--- src/rtl/hamming_secded_dec_pipe.sv ---
// -----------------------------------------------------------------------------
// hamming_secded_dec_pipe
//
// Two-stage pipelined extended-Hamming (SECDED) decoder on a valid/ready
// stream. Codeword width N = 2^M, data width K = N - M - 1.
//
// Codeword layout: bit 0 is overall even parity, bits 2^i are Hamming parity
// bits, data fills the remaining positions in ascending order.
//
// Stage 1 registers the syndrome, the overall parity error and the codeword.
// Stage 2 registers the classified result: corrected data, flags, position.
//
// Ports:
//   i_Clk, i_Rst_n      clock, asynchronous active-low reset
//   i_Valid, o_Ready    input handshake
//   i_CodeWord [N]      received codeword
//   i_CorrEn            1 = correct single errors, 0 = detect only
//   o_Valid, i_OutReady output handshake
//   o_DecodWord [K]     decoded data word
//   o_ErrorC            single error corrected
//   o_ErrorD            error detected, not corrected
//   o_ErrPos [M]        syndrome (flipped bit position), 0 when clean
//   i_CntClr            synchronous clear of both counters
//   o_CntC, o_CntD      saturating corrected / detected beat counters
// -----------------------------------------------------------------------------
module hamming_secded_dec_pipe #(
    parameter int unsigned M     = 4,
    parameter int unsigned CNT_W = 16
) (
    input  logic                  i_Clk,
    input  logic                  i_Rst_n,
    input  logic                  i_Valid,
    output logic                  o_Ready,
    input  logic [(2**M)-1:0]     i_CodeWord,
    input  logic                  i_CorrEn,
    output logic                  o_Valid,
    input  logic                  i_OutReady,
    output logic [(2**M)-M-2:0]   o_DecodWord,
    output logic                  o_ErrorC,
    output logic                  o_ErrorD,
    output logic [M-1:0]          o_ErrPos,
    input  logic                  i_CntClr,
    output logic [CNT_W-1:0]      o_CntC,
    output logic [CNT_W-1:0]      o_CntD
);

    localparam int unsigned N = 2 ** M;
    localparam int unsigned K = N - M - 1;

    // Pipeline control
    logic         r_v1;
    logic         r_v2;
    logic         w_ld1;
    logic         w_ld2;
    logic         w_xfer_out;

    // Stage 1 state
    logic [N-1:0] r_cw1;
    logic         r_corr1;
    logic [M-1:0] r_syn1;
    logic         r_g1;

    // Stage 2 state
    logic [K-1:0] r_data2;
    logic         r_errc2;
    logic         r_errd2;
    logic [M-1:0] r_pos2;

    // Counters
    logic [CNT_W-1:0] r_cntc;
    logic [CNT_W-1:0] r_cntd;

    // Combinational
    logic [M-1:0] w_syn;
    logic         w_g;
    logic [N-1:0] w_fix;
    logic [K-1:0] w_data;
    logic         w_errc;
    logic         w_errd;

    assign w_ld2      = !r_v2 || i_OutReady;
    assign w_ld1      = !r_v1 || w_ld2;
    assign w_xfer_out = r_v2 && i_OutReady;

    assign o_Ready     = w_ld1;
    assign o_Valid     = r_v2;
    assign o_DecodWord = r_data2;
    assign o_ErrorC    = r_errc2;
    assign o_ErrorD    = r_errd2;
    assign o_ErrPos    = r_pos2;
    assign o_CntC      = r_cntc;
    assign o_CntD      = r_cntd;

    // Syndrome: every set bit at position p contributes p itself, which covers
    // exactly the parity groups whose index bit is set in p.
    always_comb begin
        w_syn = '0;
        for (int p = 1; p < N; p++) begin
            if (i_CodeWord[p]) begin
                w_syn = w_syn ^ M'(p);
            end
        end
    end

    assign w_g = ^i_CodeWord;

    // Stage 1
    always_ff @(posedge i_Clk or negedge i_Rst_n) begin
        if (!i_Rst_n) begin
            r_v1    <= 1'b0;
            r_cw1   <= '0;
            r_corr1 <= 1'b0;
            r_syn1  <= '0;
            r_g1    <= 1'b0;
        end else if (w_ld1) begin
            r_v1 <= i_Valid;
            if (i_Valid) begin
                r_cw1   <= i_CodeWord;
                r_corr1 <= i_CorrEn;
                r_syn1  <= w_syn;
                r_g1    <= w_g;
            end
        end
    end

    // Single-error flip; a syndrome of 0 flips the overall parity bit, which
    // never reaches the data field.
    assign w_fix = r_cw1 ^ ((r_g1 && r_corr1) ? (N'(1) << r_syn1) : '0);

    // Gather data bits from the non-power-of-two positions. Shifting in from
    // the top means the lowest position ends up at data bit 0.
    always_comb begin
        w_data = '0;
        for (int p = 3; p < N; p++) begin
            if ((p & (p - 1)) != 0) begin
                w_data = {w_fix[p], w_data[K-1:1]};
            end
        end
    end

    assign w_errc = r_g1 && r_corr1;
    assign w_errd = (r_g1 && !r_corr1) || (!r_g1 && (|r_syn1));

    // Stage 2
    always_ff @(posedge i_Clk or negedge i_Rst_n) begin
        if (!i_Rst_n) begin
            r_v2    <= 1'b0;
            r_data2 <= '0;
            r_errc2 <= 1'b0;
            r_errd2 <= 1'b0;
            r_pos2  <= '0;
        end else if (w_ld2) begin
            r_v2 <= r_v1;
            if (r_v1) begin
                r_data2 <= w_data;
                r_errc2 <= w_errc;
                r_errd2 <= w_errd;
                // A clean word has S = 0, so the syndrome is the position as is.
                r_pos2  <= r_syn1;
            end
        end
    end

    // Saturating counters; clear takes priority over a same-cycle increment.
    always_ff @(posedge i_Clk or negedge i_Rst_n) begin
        if (!i_Rst_n) begin
            r_cntc <= '0;
            r_cntd <= '0;
        end else if (i_CntClr) begin
            r_cntc <= '0;
            r_cntd <= '0;
        end else begin
            if (w_xfer_out && r_errc2 && !(&r_cntc)) begin
                r_cntc <= r_cntc + 1'b1;
            end
            if (w_xfer_out && r_errd2 && !(&r_cntd)) begin
                r_cntd <= r_cntd + 1'b1;
            end
        end
    end

endmodule

--- config.mk ---
export PLATFORM = sky130hd
export DESIGN_NAME = hamming_secded_dec_pipe
export DESIGN_NICKNAME = d
export VERILOG_FILES = /design/src/rtl/hamming_secded_dec_pipe.sv
export SDC_FILE = /design/constraint.sdc
export NUM_CORES = 1
export LEC_CHECK = 0
export CORE_MARGIN = 2
export CORE_UTILIZATION = 55
export CTS_BUF_LIST = sky130_fd_sc_hd__clkbuf_4 sky130_fd_sc_hd__clkbuf_8
export CTS_CLUSTER_SIZE = 30
export DETAILED_ROUTE_END_ITERATION = 8
export PLACE_DENSITY = 0.93
export SYNTH_ARGS = -nofsm -noshare
export SYNTH_HDL_FRONTEND = slang
export SYNTH_SLANG_ARGS = --single-unit
--- constraint.sdc ---
create_clock -name i_Clk -period 5.5 [get_ports i_Clk]
set_clock_uncertainty 0.2 [all_clocks]
set_input_delay 0.825 -clock i_Clk [delete_from_list [all_inputs] [get_ports i_Clk]]
set_output_delay 0.825 -clock i_Clk [all_outputs]
set_load 0.02 [all_outputs]
==> results.md, run 1 <==
- CP Launch Type: primary input
- Sequential share of the synthesized area: 49.01%
- Worst reg2reg setup slack: 3.31 ns
- First-pass GRT wire length: 12,280 um
- Post-cts hold buffer count: 0
- Ant. Diodes: 0
- Drc violations: 0
- CTS Root Buffer Type: clkbuf_8
- Tot GR Track Use: 21.99%
- First-pass iteration count of the detailed router: 4
- Clock buffer depth: 2
- Maximum vdd drop: 0.0001846 V
- Initial DRC Count: 140
- Post-Synthesis Cells: 345
- Worst r2r src: o_CntC[0]$_DFFE_PN0P_
- Hold endpoint: o_DecodWord[7]$_DFFE_PN0P_
- Period utilisation layout: 58.45%
- Rows: 28
- Crit path kind: primary input to primary output
- RD Place Congestion: 0.7845
- DIE WIDTH: 83.46 um
- CTS tree: yes
- Max-cap violations: 0
- Rel. slew slack: 24.75%
- Mapped cell area: 0.003472 mm^2
- Post-route ant nets: 0
- Leak: 1.830 nW
- Die ar.: 0.006965 mm^2
- Clock latency on the worst-skew pair: 0.35 ns
- Die Height: 83.46 um
- Fmax: 311.1 MHz
- Yosys top cell area share: 49.01%
- Routed WL per cell: 14.69 um
- Crit path time final: 3.215 ns
- Critical Path RT: 4.47 ns
- Area contributors post-synth: dfrtp_1 (49%), xnor2_1 (12%), nand2_1 (4.5%)
- Final Slew Violations: 0
- Setup TNS: 0 ns
- Final hold vios: 0
- Worst R2R End: o_CntC[5]$_DFFE_PN0P_
- Final setup vio count: 0
- Worst setup EP type: primary output
- Antenna violations before repair: 0
- Hold Crit Start: o_DecodWord[7]$_DFFE_PN0P_
- Hold WC Path Type: flop to flop
- CP arrival: 2.19 ns
- Yosys reg bits: 68
- Worst Reg2Reg Path Length in Cells: 6
- # port buffers: 72
- Largest net degree at the start of global routing: 69
- Htree depth: 3
- Cell Pwr Density: 318.5 mW/mm^2
- Post-synth cell types: 40
- Synthesis-to-finish area growth: 28.61%
- Hold path depth: 2
- Cell area after layout: 0.004466 mm^2
- Share of layout cells above drive strength 1: 9.693%
- Clock Pin Slew Worst Setup and Hold Paths: 0.07 ns
- Post-synthesis net count: 369
- Placed cell area: 0.004240 mm^2
- Final non-filler cell total: 498
- Grt ovf: 0
- Commonest non-fill, non-tap cell in the layout: clkdlybuf4s50_1
- Post-cts sizing count: 0
- Routed WL: 7317 um
- Leading cell types in the layout, fill and taps excluded: clkdlybuf4s50_1 (71), dfrtp_1 (68), xnor2_1 (48), nand2_1 (42), nor2_1 (42)
- Total number of vias: 2,770
- Crit-path max FO: 6
- Via-to-Cell Ratio: 5.562
- RSZ-0062 raised after global routing: no
- DP Cell Count: 482
- Number of CTS-inserted buffers: 9
- Synth warn: 0
- Initial Util: 57.62%
- Vias in the first global route: 2,655
- CTS sink cnt: 68
- Measured slew at the worst slew-check pin: 1.125 ns
- Num ports: 73
- Core area: 0.006026 mm^2
- Mean Syn Cell Area: 10.06 um^2
- Setup Buffers After CTS: 0
- Nets: 442
- Detailed Place HPWL: 5208 um
- Post-synth top area cell: dfrtp_1
- Run status: complete, no violations
-- synth_stat cells --
master,instances
mux2_2,13
and3b_1,1
nand2b_1,5
o21ai_1,1
nand3_1,12
nor3_1,10
nor2_1,42
ha_1,2
and3_1,6
and2_1,1
o2111ai_1,2
xor2_1,15
or2_2,1
nand4_1,8
buf_6,1
nand3b_1,1
and4_4,1
o21ai_2,1
or3_1,1
xnor2_1,48
o21ai_0,21
nor3b_1,2
a21oi_1,7
or4_1,1
nor4b_1,1
or4b_4,1
o2111ai_2,1
nor4_4,1
nand4_2,1
mux2i_1,3
inv_1,2
clkbuf_1,10
a31oi_1,2
nand2_1,42
dfrtp_1,68
and4_1,2
nor4_1,2
o211ai_1,1
o211ai_2,3
nand4b_1,2
-- final cells by class --
class | count | area [um^2]
multi-input combinational | 264 | 1714
sequential | 68 | 1702
fill | 431 | 1560
timing repair buffer | 73 | 723.2
clock buffer | 10 | 137.6
tap | 75 | 93.84
clock inverter | 6 | 87.58
inverter | 2 | 7.507
-- routing by layer --
layer / vias to the layer above / part of all wire [%] / track usage [%]
met2: 87 / 52 / 37.24
met4: 0 / 2.1 / 10.26
met3: 12 / 4.7 / 3.956
met1: 1338 / 42 / 27.46
met5: - / 0 / 0
li1: 1333 / - / -
-- cell families after synthesis --
group,Yosys count,share of synthesized area [%]
mux,16,5.081
buf+inv,13,1.622
compound gates,39,7.027
flops,68,49.01
fa+ha+maj,2,0.7206
xor+xnor,63,15.89
simple gates,144,20.65
-- how the worst max path moves through the flow --
stage | startpoint | endpoint | slack (ns) | cells past startpoint
2_1_floorplan | i_OutReady | r_corr1$_DFFE_PN0P_ | 3.16 | 4
3_5_place_dp | i_OutReady | o_Ready | 2.28 | 3
6_report | i_OutReady | o_Ready | 2.29 | 3
4_1_cts | i_OutReady | o_Ready | 2.28 | 3
5_1_grt | i_OutReady | o_Ready | 2.24 | 3
3_3_place_gp | i_OutReady | o_Ready | 2.30 | 3
-- per-stage QoR --
stage	utilization, %	worst slack (ns)	hold slack, ns	power [mW]
floorplan	-	3.164	0.2708	0.8188
global placement	70.37	2.297	0.2677	0.9558
detailed placement	70.37	2.277	0.2780	0.9704
CTS	74.11	2.280	0.2950	1.432
global route	74.11	2.238	0.3334	1.488
finish	74.11	2.285	0.2833	1.422
-- critical path: stages --
cell and delay [ns]:
clkdlybuf4s50_1 0.54, nand3b_1 0.20, clkdlybuf4s50_1 0.63
-- power breakdown --
part | internal (mW) | switching, mW
clock network | 0.268 | 0.196
registers | 0.567 | 0.0634
logic | 0.161 | 0.167
-- sequential cells by signal (all words and copies together), names as in the netlist --
name,count
r_corr1,1
o_ErrorD,1
o_DecodWord,11
r_v1,1
o_ErrPos,4
o_CntD,16
r_cw1,11
o_Valid,1
r_g1,1
o_ErrorC,1
r_syn1,4
o_CntC,16
No activity file was read; power rests on OpenSTA's default activity.
==> run 2, diff against run 1 <==
--- a/config.mk
+++ b/config.mk
@@ -6,11 +6,11 @@
 export NUM_CORES = 1
 export LEC_CHECK = 0
 export CORE_MARGIN = 2
-export CORE_UTILIZATION = 55
+export CORE_UTILIZATION = 48
 export CTS_BUF_LIST = sky130_fd_sc_hd__clkbuf_4 sky130_fd_sc_hd__clkbuf_8
 export CTS_CLUSTER_SIZE = 30
 export DETAILED_ROUTE_END_ITERATION = 8
-export PLACE_DENSITY = 0.93
+export PLACE_DENSITY = 0.87
 export SYNTH_ARGS = -nofsm -noshare
 export SYNTH_HDL_FRONTEND = slang
 export SYNTH_SLANG_ARGS = --single-unit
==> constraint.sdc (replaced) <==
create_clock -name i_Clk -period 2.9 [get_ports i_Clk]
set_clock_uncertainty 0.2 [all_clocks]
set_input_delay 0.435 -clock i_Clk [delete_from_list [all_inputs] [get_ports i_Clk]]
set_output_delay 0.435 -clock i_Clk [all_outputs]
set_load 0.02 [all_outputs]
==> run 2 against run 1 <==
  * Hold slack worse by 0.30 ns
  * Count of clock-buffer cells in the layout up 1
  * Global-route usage down 2.9 points
  * The run now ends with negative hold slack left
  * Cell count up 5.4%
  * First-iteration DRC count down 20%
==> results.md, run 2 (synthesis results as in run 1) <==
- Run status: finished, violations left
- Failing checks: negative hold slack
- Total number of vias: 2,795
- Hold WS: -0.01593 ns
- CP max stage delay: 0.62 ns
- Via-to-Cell Ratio: 5.324
- CP startpoint: i_OutReady
- Routed WL per cell: 13.75 um
- Worst-path cell chain: clkdlybuf4s50_1, nand3b_1, clkdlybuf4s50_1
- Period utilisation layout: 84.39%
- Final Slew Violations: 0
- Setup Buffers After CTS: 0
- Num ports: 73
- Final hold vios: 26
- Fillers: 592
- Max-cap violations: 0
- First-pass iteration count of the detailed router: 4
- CP Launch Type: primary input
- Grt ovf: 0
- Hold WC Path Type: primary input to async pin
- Detailed Place HPWL: 5311 um
- Post-cts sizing count: 0
- Final setup vio count: 0
- Initial Util: 48.65%
- Drc violations: 0
- Global route hottest layer: met2
- Worst r2r src: o_CntC[0]$_DFFE_PN0P_
- Clock Pin Slew Worst Setup and Hold Paths: 0.07 ns
- Commonest non-fill, non-tap cell in the layout: clkdlybuf4s50_1
- Number of CTS-inserted buffers: 9
- CP dominant cell by count: clkdlybuf4s50_1
- Die ar.: 0.007930 mm^2
- Maximum vdd drop: 0.0003494 V
- Ant. Diodes: 0
- Vias in the first global route: 2,598
- Crit path time final: 2.447 ns
- CTS Root Buffer Type: clkbuf_8
- Clock buffer depth: 2
- Initial DRC Count: 112
- Critical Path Slowest Stage Cell: clkdlybuf4s50_1
- Die Height: 89.05 um
- Setup TNS: 0 ns
- Largest net degree at the start of global routing: 37
- Total power: 2.585 mW
- Worst Reg2Reg Path Length in Cells: 6
- Synthesis-to-finish area growth: 29.51%
- Worst R2R End: o_CntC[1]$_DFFE_PN0P_
- RSZ-0062 raised after global routing: no
- CTS tree: yes
- First-pass GRT wire length: 11,820 um
- Routed WL: 7220 um
- Share of layout cells above drive strength 1: 10.33%
- Tot GR Track Use: 19.13%
- Measured slew at the worst slew-check pin: 0.8183 ns
- Post-route ant nets: 0
- Rows: 31
- Worst setup EP type: primary output
- RD Place Congestion: 0.8750
- Antenna violations before repair: 0
- Clock latency on the worst-skew pair: 0.34 ns
- Cell Pwr Density: 574.8 mW/mm^2
- Fmax: 408.6 MHz
- # port buffers: 72
- Nets: 445
- GR Util met3: 3.878%
- Htree depth: 3
- Crit-path max FO: 6
- DIE WIDTH: 89.05 um
- Crit path kind: primary input to primary output
- Leading cell types in the layout, fill and taps excluded: clkdlybuf4s50_1 (71), dfrtp_1 (68), xnor2_1 (48), nand2_1 (42), nor2_1 (42)
- Post-cts hold buffer count: 0
- CP arrival: 1.81 ns
- Critical Path End: o_Ready
- Leak: 1.833 nW
- Critical Path RT: 2.27 ns
- CTS sink cnt: 68
- Rel. slew slack: 45.45%
- Met1 global-route usage: 23.40%
- Core area: 0.007137 mm^2
- Worst reg2reg setup slack: 0.67 ns
- Met2 GRT Util: 33.31%
[run 2: cell types whose count changed in the layout (fill, tap and decap cells not counted)]
| cell | previous run | this run |
|---|---|---|
| buf_4 | 1 | 3 |
| clkinvlp_4 | 0 | 1 |
| clkinv_2 | 2 | 3 |
| clkbuf_4 | 0 | 2 |
| bufinv_16 | 2 | 1 |
| clkbuf_8 | 10 | 9 |
| clkinv_4 | 2 | 0 |
| buf_12 | 0 | 1 |
[run 2: routing by layer]
metal | share of wire (%) | wire length (um)
met1 | 43 | 3114
met2 | 51 | 3657
met3 | 4.5 | 328
met4 | 1.6 | 119
met5 | 0 | 0
[run 2: metrics by stage]
stage               hold WS [ns]  area (um^2)  worst slack [ns]  cells  utilization (%)
floorplan               -0.06059         3472            0.7194    345                -
global placement          0.2628         4305            0.4771    509            60.33
detailed placement        0.2701         4305            0.4649    509            60.33
CTS                     0.003644         4497            0.4562    525            63.01
global route             0.06381         4497            0.3797    525            63.01
finish                  -0.01593         4497            0.4527    525            63.01
[run 2: critical path, delay by kind of cell]
kind          cells  cell delay (ns)
buf+inv           2             1.19
simple gates      1             0.19
[run 2: worst min path at each step]
stage          slack (ns)                      end                     from  cells after the start
4_1_cts             0.004   o_CntD[14]$_DFFE_PN0P_                  i_Rst_n                      1
2_1_floorplan       -0.06    o_CntC[0]$_DFFE_PN0P_                  i_Rst_n                      0
6_report            -0.02    o_CntC[8]$_DFFE_PN0P_                  i_Rst_n                      1
3_5_place_dp         0.27  o_ErrPos[2]$_DFFE_PN0P_  o_ErrPos[2]$_DFFE_PN0P_                      2
3_3_place_gp         0.26  o_ErrPos[0]$_DFFE_PN0P_  o_ErrPos[0]$_DFFE_PN0P_                      2
5_1_grt              0.06    o_CntC[8]$_DFFE_PN0P_                  i_Rst_n                      1
[run 2: power by group]
| part | internal (mW) | total, mW | leakage, nW | switching (mW) |
|---|---|---|---|---|
| Sequential | 1.07 | 1.19 | 0.879 | 0.118 |
| Combinational | 0.312 | 0.629 | 0.854 | 0.318 |
| Clock | 0.412 | 0.763 | 0.0999 | 0.351 |
| Total | 1.80 | 2.58 | 1.83 | 0.786 |
[run 2: final cells by class]
| class | instances | area (um^2) | area share [%] |
|---|---|---|---|
| Tap cell | 99 | 123.9 | 2.755 |
| Clock inverter | 5 | 52.55 | 1.169 |
| Clock buffer | 11 | 138.9 | 3.088 |
| Multi-Input combinational cell | 264 | 1714 | 38.12 |
| Sequential cell | 68 | 1702 | 37.84 |
| Timing Repair Buffer | 76 | 758.2 | 16.86 |
| Inverter | 2 | 7.507 | 0.1669 |
==> run 3, diff against run 2 <==
==> constraint.sdc (replaced) <==
create_clock -name i_Clk -period 2.2 [get_ports i_Clk]
set_clock_uncertainty 0.2 [all_clocks]
set_input_delay 0.33 -clock i_Clk [delete_from_list [all_inputs] [get_ports i_Clk]]
set_output_delay 0.33 -clock i_Clk [all_outputs]
set_load 0.02 [all_outputs]
==> run 3 against run 2 <==
  * The flow now finishes without violations
  * Non-clock buffer count up 13
  * Hold slack better by 0.30 ns
  * Clock power increased by 21%
  * Routed wire length rose by 4.3%
  * Count of clock-buffer cells in the layout is 1 higher
  * Cell area up 2.2%
  * Setup slack got worse by 0.34 ns
  * First-iteration DRC count up 8.0%
  * Register-to-register slack lost 0.56 ns
  * Global-route usage up 1.4 points
==> results.md, run 3 (synthesis results as in run 1) <==
- First-pass iteration count of the detailed router: 4
- Total number of vias: 2,806
- Clock buffer depth: 2
- CTS tree: yes
- Initial Util: 48.65%
- Crit-path max FO: 11
- Number of CTS-inserted buffers: 9
- Ant. Diodes: 0
- Crit path kind: flop to flop
- Routed WL per cell: 13.99 um
- Detailed Place HPWL: 5510 um
- First-pass GRT wire length: 12,530 um
- Largest net degree at the start of global routing: 69
- Routed WL: 7528 um
- Post-place setup slack: -0.03140 ns
- Die ar.: 0.007930 mm^2
- Tot GR Track Use: 20.53%
- Period utilisation layout: 94.92%
- CTS Root Buffer Type: clkbuf_8
- RSZ-0062 raised after global routing: yes
- Max-cap violations: 0
- Fmax: 478.9 MHz
- Worst Reg2Reg Path Length in Cells: 6
- Die Height: 89.05 um
- CP arrival: 2.10 ns
- Clock Pin Slew Worst Setup and Hold Paths: 0.07 ns
- RD Place Congestion: 0.8948
- Worst R2R End: o_CntC[5]$_DFFE_PN0P_
- Initial DRC Count: 121
- Share of layout cells above drive strength 1: 12.76%
- Final Slew Violations: 0
- Final setup vio count: 0
- Nets: 458
- DIE WIDTH: 89.05 um
- Vias in the first global route: 2,784
- Run status: complete, no violations
- Worst r2r src: o_CntC[1]$_DFFE_PN0P_
- Worst reg2reg setup slack: 0.11 ns
- Final hold vios: 0
- Via-to-Cell Ratio: 5.216
- Leading cell types in the layout, fill and taps excluded: clkdlybuf4s50_1 (70), dfrtp_1 (68), xnor2_1 (48), nand2_1 (42), nor2_1 (42)
- CP Launch Type: flop
- Hold Crit Start: o_ErrPos[1]$_DFFE_PN0P_
- Placed cell area: 0.004408 mm^2
- CP max stage delay: 0.60 ns
- Grt ovf: 0
- Core area: 0.007137 mm^2
- Post-route ant nets: 0
- Crit path time final: 2.088 ns
- Rows: 31
- Hold WC Path Type: flop to flop
- Maximum vdd drop: 0.0003585 V
- Num ports: 73
- Rel. slew slack: 71.46%
- Measured slew at the worst slew-check pin: 0.4249 ns
- Final worst setup slack: 0.1117 ns
- Synthesis-to-finish area growth: 32.32%
- CP startpoint: o_CntC[1]$_DFFE_PN0P_
- Htree depth: 3
- Cell area after layout: 0.004594 mm^2
- Hold endpoint: o_ErrPos[1]$_DFFE_PN0P_
- CTS sink cnt: 68
- Critical Path Slowest Stage Cell: or4b_4
- Commonest non-fill, non-tap cell in the layout: clkdlybuf4s50_1
- Worst-path cell chain: ha_1, nand3_1, or4b_4, o2111ai_2, xor2_1, nor2_1
- Leak: 1.889 nW
- Clock latency on the worst-skew pair: 0.34 ns
- Worst setup EP type: flop
- # port buffers: 72
- Critical Path RT: 2.21 ns
- Drc violations: 0
- Hold path depth: 2
- Cell Pwr Density: 729.2 mW/mm^2
- Antenna violations before repair: 0
-- run 3: worst max-delay path by stage --
stage	end	slack (ns)	cells past startpoint
2_1_floorplan	o_CntC[5]$_DFFE_PN0P_	0.02	7
4_1_cts	o_CntC[1]$_DFFE_PN0P_	0.11	6
3_3_place_gp	o_Ready	-0.001	3
3_5_place_dp	o_Ready	-0.03	3
5_1_grt	o_CntC[5]$_DFFE_PN0P_	-0.03	6
6_report	o_CntC[5]$_DFFE_PN0P_	0.11	6
-- run 3: repair_timing --
item                       CTS  global route
buffers inserted             0             0
setup endpoints to repair    1             2
hold buffers                 1             0
resized for setup            1             0
hold endpoints to repair    68             0
-- run 3: worst max-delay path, delay by kind of cell (launching register included) --
| family | cells | cell delay [ns] |
|---|---|---|
| and+or+nand+nor | 3 | 0.77 |
| DFF | 1 | 0.41 |
| AOI/OAI and AO/OA | 1 | 0.22 |
| adders and majority gates | 1 | 0.20 |
| xor gates and xnor gates | 1 | 0.16 |
-- run 3: routing by layer --
layer  GRT usage [%]  part of all wire [%]  vias to the layer above
met4           9.498                   1.8                        0
li1                -                     -                     1365
met2           36.23                    52                       87
met1           24.29                    42                     1344
met5               0                     0                        -
met3           3.786                   4.4                       10
-- run 3: power breakdown --
| part | internal, mW | switching [mW] | leakage [nW] |
|---|---|---|---|
| Clock | 0.461 | 0.466 | 0.0892 |
| Sequential | 1.42 | 0.158 | 0.879 |
| Combinational | 0.426 | 0.423 | 0.922 |
-- run 3: cell type report --
type,count,area (um^2)
inverters,2,7.507
clock inverters,4,25.02
clock buffers,12,152.6
repair buffers,89,869.6
fillers,591,2542
flip-flops and latches,68,1702
well taps,99,123.9
multi-input cells,264,1714
-- run 3: through the flow --
step	setup TNS (ns)	hold WS, ns	power [mW]	instances	utilization [%]
2_1_floorplan	0	-0.1656	2.047	345	-
3_3_place_gp	-0.001371	0.1758	2.424	521	61.76
3_5_place_dp	-0.04944	0.1774	2.455	521	61.76
4_1_cts	0	0.2841	3.386	538	64.38
5_1_grt	-0.03405	0.3039	3.532	538	64.38
6_report	0	0.2816	3.350	538	64.38
